[src/rtl/permute_seq_ctrl.sv]
// Control sequencer for a sliced permutation datapath. It walks SLICES slices per round for ROUNDS rounds.
// Optional build macro PERMUTE_RD_STALL_EN: LOAD waits for rd_valid from the state memory.
module permute_seq_ctrl #(
  parameter int SLICES = 64,
  parameter int ROUNDS = 24,
  localparam int SW = (SLICES > 1) ? $clog2(SLICES) : 1,
  localparam int RW = (ROUNDS > 1) ? $clog2(ROUNDS) : 1
) (
  input  logic          clk,
  input  logic          rst,
  input  logic          start,
  input  logic          rd_valid,
  output logic          rd_en,
  output logic          ld,
  output logic          sel,
  output logic          wr_en,
  output logic [SW-1:0] addr,
  output logic [RW-1:0] round,
  output logic          slice_ready,
  output logic          round_done,
  output logic          done,
  output logic [2:0]    state_dbg
);

  localparam logic [2:0] IDLE    = 3'd0;
  localparam logic [2:0] INIT    = 3'd1;
  localparam logic [2:0] LOAD    = 3'd2;
  localparam logic [2:0] CALC    = 3'd3;
  localparam logic [2:0] STORE   = 3'd4;
  localparam logic [2:0] RND_END = 3'd5;

  localparam logic [SW-1:0] LAST_SLICE = SW'(SLICES - 1);
  localparam logic [RW-1:0] LAST_ROUND = RW'(ROUNDS - 1);

  logic [2:0] state;
  logic [2:0] state_nxt;
  logic       load_go;

  // Read handshake: rd_en stays high for the whole LOAD state. The datapath
  // captures memory data (ld) only in a cycle where rd_valid is seen, and LOAD
  // ends on that same cycle.
`ifdef PERMUTE_RD_STALL_EN
  assign load_go = rd_valid;
`else
  logic unused_rd_valid;
  assign unused_rd_valid = rd_valid;
  assign load_go = 1'b1;
`endif

  always_comb begin
    state_nxt = state;
    case (state)
      IDLE:    if (start) state_nxt = INIT;
      INIT:    state_nxt = LOAD;
      LOAD:    if (load_go) state_nxt = CALC;
      CALC:    state_nxt = STORE;
      STORE:   state_nxt = (addr == LAST_SLICE) ? RND_END : LOAD;
      RND_END: state_nxt = (round == LAST_ROUND) ? IDLE : LOAD;
      default: state_nxt = IDLE;
    endcase
  end

  // addr/round change only when leaving STORE/RND_END, so each slice's triple sees stable indices.
  always_ff @(posedge clk or posedge rst) begin
    if (rst) begin
      state <= IDLE;
      addr  <= '0;
      round <= '0;
    end else begin
      state <= state_nxt;
      case (state)
        INIT: begin
          addr  <= '0;
          round <= '0;
        end
        STORE: begin
          if (addr == LAST_SLICE) addr <= '0;
          else                    addr <= addr + 1'b1;
        end
        RND_END: begin
          if (round != LAST_ROUND) round <= round + 1'b1;
        end
        default: ;
      endcase
    end
  end

  always_comb begin
    rd_en       = 1'b0;
    ld          = 1'b0;
    sel         = 1'b0;
    wr_en       = 1'b0;
    slice_ready = 1'b0;
    round_done  = 1'b0;
    done        = 1'b0;
    case (state)
      IDLE:    done = 1'b1;
      LOAD: begin
        rd_en = 1'b1;
        ld    = load_go;
      end
      CALC: begin
        ld  = 1'b1;
        sel = 1'b1;
      end
      STORE: begin
        wr_en       = 1'b1;
        slice_ready = 1'b1;
      end
      RND_END: round_done = 1'b1;
      default: ;
    endcase
  end

  assign state_dbg = state;

endmodule

[config.mk]
export PLATFORM = sky130hd
export DESIGN_NAME = permute_seq_ctrl
export DESIGN_NICKNAME = d
export VERILOG_FILES = /design/src/rtl/permute_seq_ctrl.sv
export SDC_FILE = /design/constraint.sdc
export NUM_CORES = 1
export LEC_CHECK = 0
export BUFFER_PORTS_ARGS = -buffer_cell sky130_fd_sc_hd__buf_2
export CAP_MARGIN = 25
export CELL_PAD_IN_SITES_DETAIL_PLACEMENT = 2
export CELL_PAD_IN_SITES_GLOBAL_PLACEMENT = 2
export CORE_UTILIZATION = 29
export CTS_CLUSTER_SIZE = 24
export DETAILED_ROUTE_END_ITERATION = 6
export GPL_TIMING_DRIVEN = 0
export PLACE_DENSITY = 0.82
export SYNTH_ARGS = -nofsm -noshare
export SYNTH_HDL_FRONTEND = slang
export SYNTH_SLANG_ARGS = --single-unit
[constraint.sdc]
create_clock -name clk -period 1.7 [get_ports clk]
set_input_delay 0.085 -clock clk [delete_from_list [all_inputs] [get_ports clk]]
set_output_delay 0.085 -clock clk [all_outputs]
set_load 0.02 [all_outputs]
Word level (Yosys, flattened, before mapping):

Index checks and enable logic that the tools add are counted.
W data, S select, Z words.

* flip-flop bits (word level): 14
* input bits: 4
* output and inout port bits: 21
* logic and storage cells: 34

* add/sub/neg operators: 2
* eq/ne operators: 10
* mux-type cells: 14
* reductions and logical operators: 5

Operators with widths (count)
* $pmux W3 S6: 1
* $pmux W6 S2: 1
* $pmux W5 S2: 1
* $add A6 B1 Y6 const B: 1
* $eq A3 B2 Y1 const B: 2
* $eq A3 B3 Y1 const B: 2
* $eq A6 B6 Y1 const B: 1
* $mux W1: 6
* $mux W3: 2
* $mux W6: 1
* $add A5 B1 Y5 const B: 1
* $eq A5 B5 Y1 const B: 1
* $mux W5: 1
* $ne A5 B5 Y1 const B: 1
* $ne A2 B2 Y1 const B: 2
* $reduce_bool A2 Y1: 2
* $eq A3 B1 Y1 const B: 1
* $logic_not A3 Y1: 1
* $mux W2: 1
* $reduce_and A2 Y1: 1
* $reduce_or A2 Y1: 1

Longest topological paths before layout:

* depth in word-level cells: 3
* mapped depth: 4
* gate-level depth less buffers: 4

Worst setup path after synthesis:

OpenSTA, ideal clock, no wires.

* path type: flip-flop to flip-flop
* from: register state[1], in the netlist state_dbg[1]
* to: register addr[5]
* setup time: 87 ps
* data arrival time: 1503 ps
* required time: 1613 ps
* path slack: 110 ps
* stages on the path, launching flop included: 4
* period minus slack after synthesis: 1590 ps
* cell sequence: dfrtp_1 -> or3b_4 -> or4_1 -> a22oi_1

* cells in the longest elaborated chain, start to end: 2
* elaborated cells on any way between the ends: 4
* those cells by class: eq/ne (2); mux (1); reduce/logical (1)

Ends and longest elaborated chain
* start, declared: line 35 `logic [2:0] state;`
* start signal, assigned: line 70 `state <= state_nxt;`
* $eq A3 B3 Y1 or $eq A3 B1 Y1 (tied branches): line 71 `case (state)`
* $pmux W6 S2 or $reduce_bool A2 Y1 (tied branches)
* end signal, assigned: line 78 `else addr <= addr + 1'b1;`
* end, declared: line 17 `output logic [SW-1:0] addr,`

Parallel ways exist; a longest one is shown, timed or not.
A chain may end at the register's enable or synchronous reset.

Worst setup path in the final report:

* from: register addr[0]
* to: register state[1], in the netlist state_dbg[1]

* cells in the longest elaborated chain, start to end: 3

Ends and longest elaborated chain
* $eq A6 B6 Y1: line 57 `STORE: state_nxt = (addr == LAST_SLICE) ? RND_END : LOAD;`
* $mux W3: line 57
* $pmux W3 S6: line 52 `case (state)`

Every way passes these cells.

==> results_dict.tcl <==
set metrics [dict create \
    violations "DRC" \
    initial_core_util 0.310 \
    die_x_microns 56.8 \
    netlist_area_sq_um 870 \
    clock.fmax_mhz 614 \
    clkSinkCount 14 \
    hp-start "start" \
    crit_path_max_fanout 8 \
    avgSynthCellArea_sq_um 8.96 \
    maxCapViolations 0 \
    cts_tree "yes" \
    fin_ws_ns 0.0701 \
    place_area_sq_um 1020 \
    post_route_cells_drive_above_1_share 0.312 \
    clock_latency_ns 0.28 \
    yosysUniqueCellTypes 35 \
    hpwl_microns 2050 \
    critPathArrivalTime_ns 1.80 \
    status "finished, violations left" \
    hp-class "primary input to flip-flop" \
    grt_max_degree 20 \
    worst_setup_path_end_kind "flip-flop" \
    worstSetupPathType "flip-flop to flip-flop" \
    finalNetCount 132 \
    final_area_sq_um 1080 \
    synth_top_flop_cell "dfrtp_1" \
    ant_nets 0 \
    viasPerCell 5.57 \
    start_kind "flip-flop" \
    holdWs_ns 0.0752 \
    post-route-min-period_ns 1.63 \
    numCtsBuffers 3 \
    io_buffers 23 \
    layout.cells.non_filler 156 \
    gp_congestion 0.769 \
    die_h_microns 56.8 \
    synth-seq-cells 14 \
    drt-total-wl_microns 2700 \
    tightest_slew_ns 0.581 \
    critPathLaunch "addr[0]" \
    core-area_sq_um 2810 \
    die_area_sq_um 3220 \
    routedWlPerCell_microns 17.3 \
    yosys_warnings 0 \
    cp.required_ns 1.87 \
    dr.pass1.iters 6 \
    syn_inst 97 \
    maxSlewHeadroom 0.613 \
    grt_pass1_vias 948 \
    p_total_mw 1.80 \
    r2r-start "addr[0]" \
    p_per_area_nw_per_um2 1670 \
    fin_skew_ns 0.00298 \
    fin_crit_sh 0.959 \
    grt_use_total 0.184 \
    rows 19 \
    async_reset_ff_frac 1.00 \
    synth_top_area_cell "dfrtp_1" \
    grt_first_pass_wirelength_microns 4550 \
    h-tree-depth 1 \
    drc 7 \
    cts_buffer_depth 2 \
    ys_seq_area_frac 0.403 \
    leakage_nw 0.518 \
    synth_edf_count 0 \
    area_delta_synth_final_pct 24.3 \
    syn-num-nets 103 \
    path_clk_slew_ns 0.09 \
    ioPinCount 25 \
    routed-via-count 869 \
    reg2reg_to "state_dbg[1]" \
    endpoint "state_dbg[1]" \
    antenna_found_initial 0 \
    synth.most_common_cell "dfrtp_1" \
    maxSlewViolCount 0 \
    yosys-top-cells-area "dfrtp_1 40%, a21oi_1 4.6%, nand3_1 4.0%" \
    grt-ovfl-total 0 \
    antenna_cells 0 \
    root_buffer "clkbuf_4" \
    synthTopCellsByCount "14 x dfrtp_1, 8 x a21oi_1, 7 x inv_1, 7 x nand3_1" \
    drtIter0Drc 20 \
    vdd_drop_max_mv 0.560 \
    ff2ff_setup_slack_ns 0.07 \
    hold_viol 0 \
    finalSetupViolations 0 \
    yosysTopAreaCellShare 0.403 \
    dp_cells 151 \
    dpl_worst_slack_ns 0.00972 \
    reg2reg_depth 4 \
]
-- worst min-delay path by stage --
stage / to / slack [ns] / cells after the start
after floorplan: addr[0] / -0.03 / 1
after global placement: round[2] / 0.17 / 2
after detailed placement: round[2] / 0.17 / 2
after CTS: state_dbg[0] / 0.08 / 3
after global routing: state_dbg[0] / 0.15 / 3
final: state_dbg[0] / 0.08 / 3
-- report_power, final --
group          internal, mW  total [mW]  switching [mW]
logic                 0.390        1.03           0.643
registers             0.419       0.520           0.101
clock network         0.130       0.249           0.119
-- state kept, by name, summed over array words and instances, names as in the netlist --
name and cells:
state_dbg 3, addr 6, round 5
-- critical path, stage by stage (launching register included) --
cell and delay, ns:
dfrtp_2 0.44, ha_1 0.24, nand3_1 0.21, or2_1 0.32
a221o_1 0.30
-- per-stage QoR --
stage,setup TNS [ns],utilization
6_report,0,0.385
3_5_place_dp,0,0.365
2_1_floorplan,0,-
3_3_place_gp,0,0.365
5_1_grt,-0.00221,0.385
4_1_cts,0,0.381
-- placed cells by master (no fill, tap or decap), types with 4 or more instances in the layout --
cell type,count
nand3_1,7
inv_1,7
o22ai_1,4
nand2_1,6
a21oi_1,8
nor3_1,5
buf_4,5
dfrtp_1,11
buf_2,24
o21ai_0,6
-- routing by layer --
metal | vias up | share of wire | global-route usage
met5 | - | 0 | 0
met4 | 0 | 0.017 | 0.0836
met3 | 6 | 0.033 | 0.0207
met2 | 25 | 0.51 | 0.332
met1 | 427 | 0.43 | 0.218
li1 | 411 | - | -
-- timing repair --
action,CTS,global route
hold endpoints to repair,14,0
gates cloned,0,0
gates resized for setup,2,1
endpoints found under the setup margin,3,5
hold buffers,1,0
buffers inserted,0,2
-- cells by family (layout without fill, tap and decap cells) --
family,count (synthesis),count (layout),share of synthesized area
compound gates,28,28,0.203
fa+ha+maj,2,2,0.0288
buf+inv,13,41,0.0705
simple gates,38,38,0.272
mux,2,2,0.0230
flops,14,14,0.403
-- cell type report --
| type | instances | area (sq um) |
|---|---|---|
| tap | 31 | 38.8 |
| buffer | 4 | 27.5 |
| clock buffer | 4 | 36.3 |
| multi-input combinational | 70 | 458 |
| timing repair buffer | 26 | 140 |
| sequential | 14 | 354 |
| fill | 328 | 1720 |
| inverter | 7 | 26.3 |
Power figures use the tool's default switching activity.
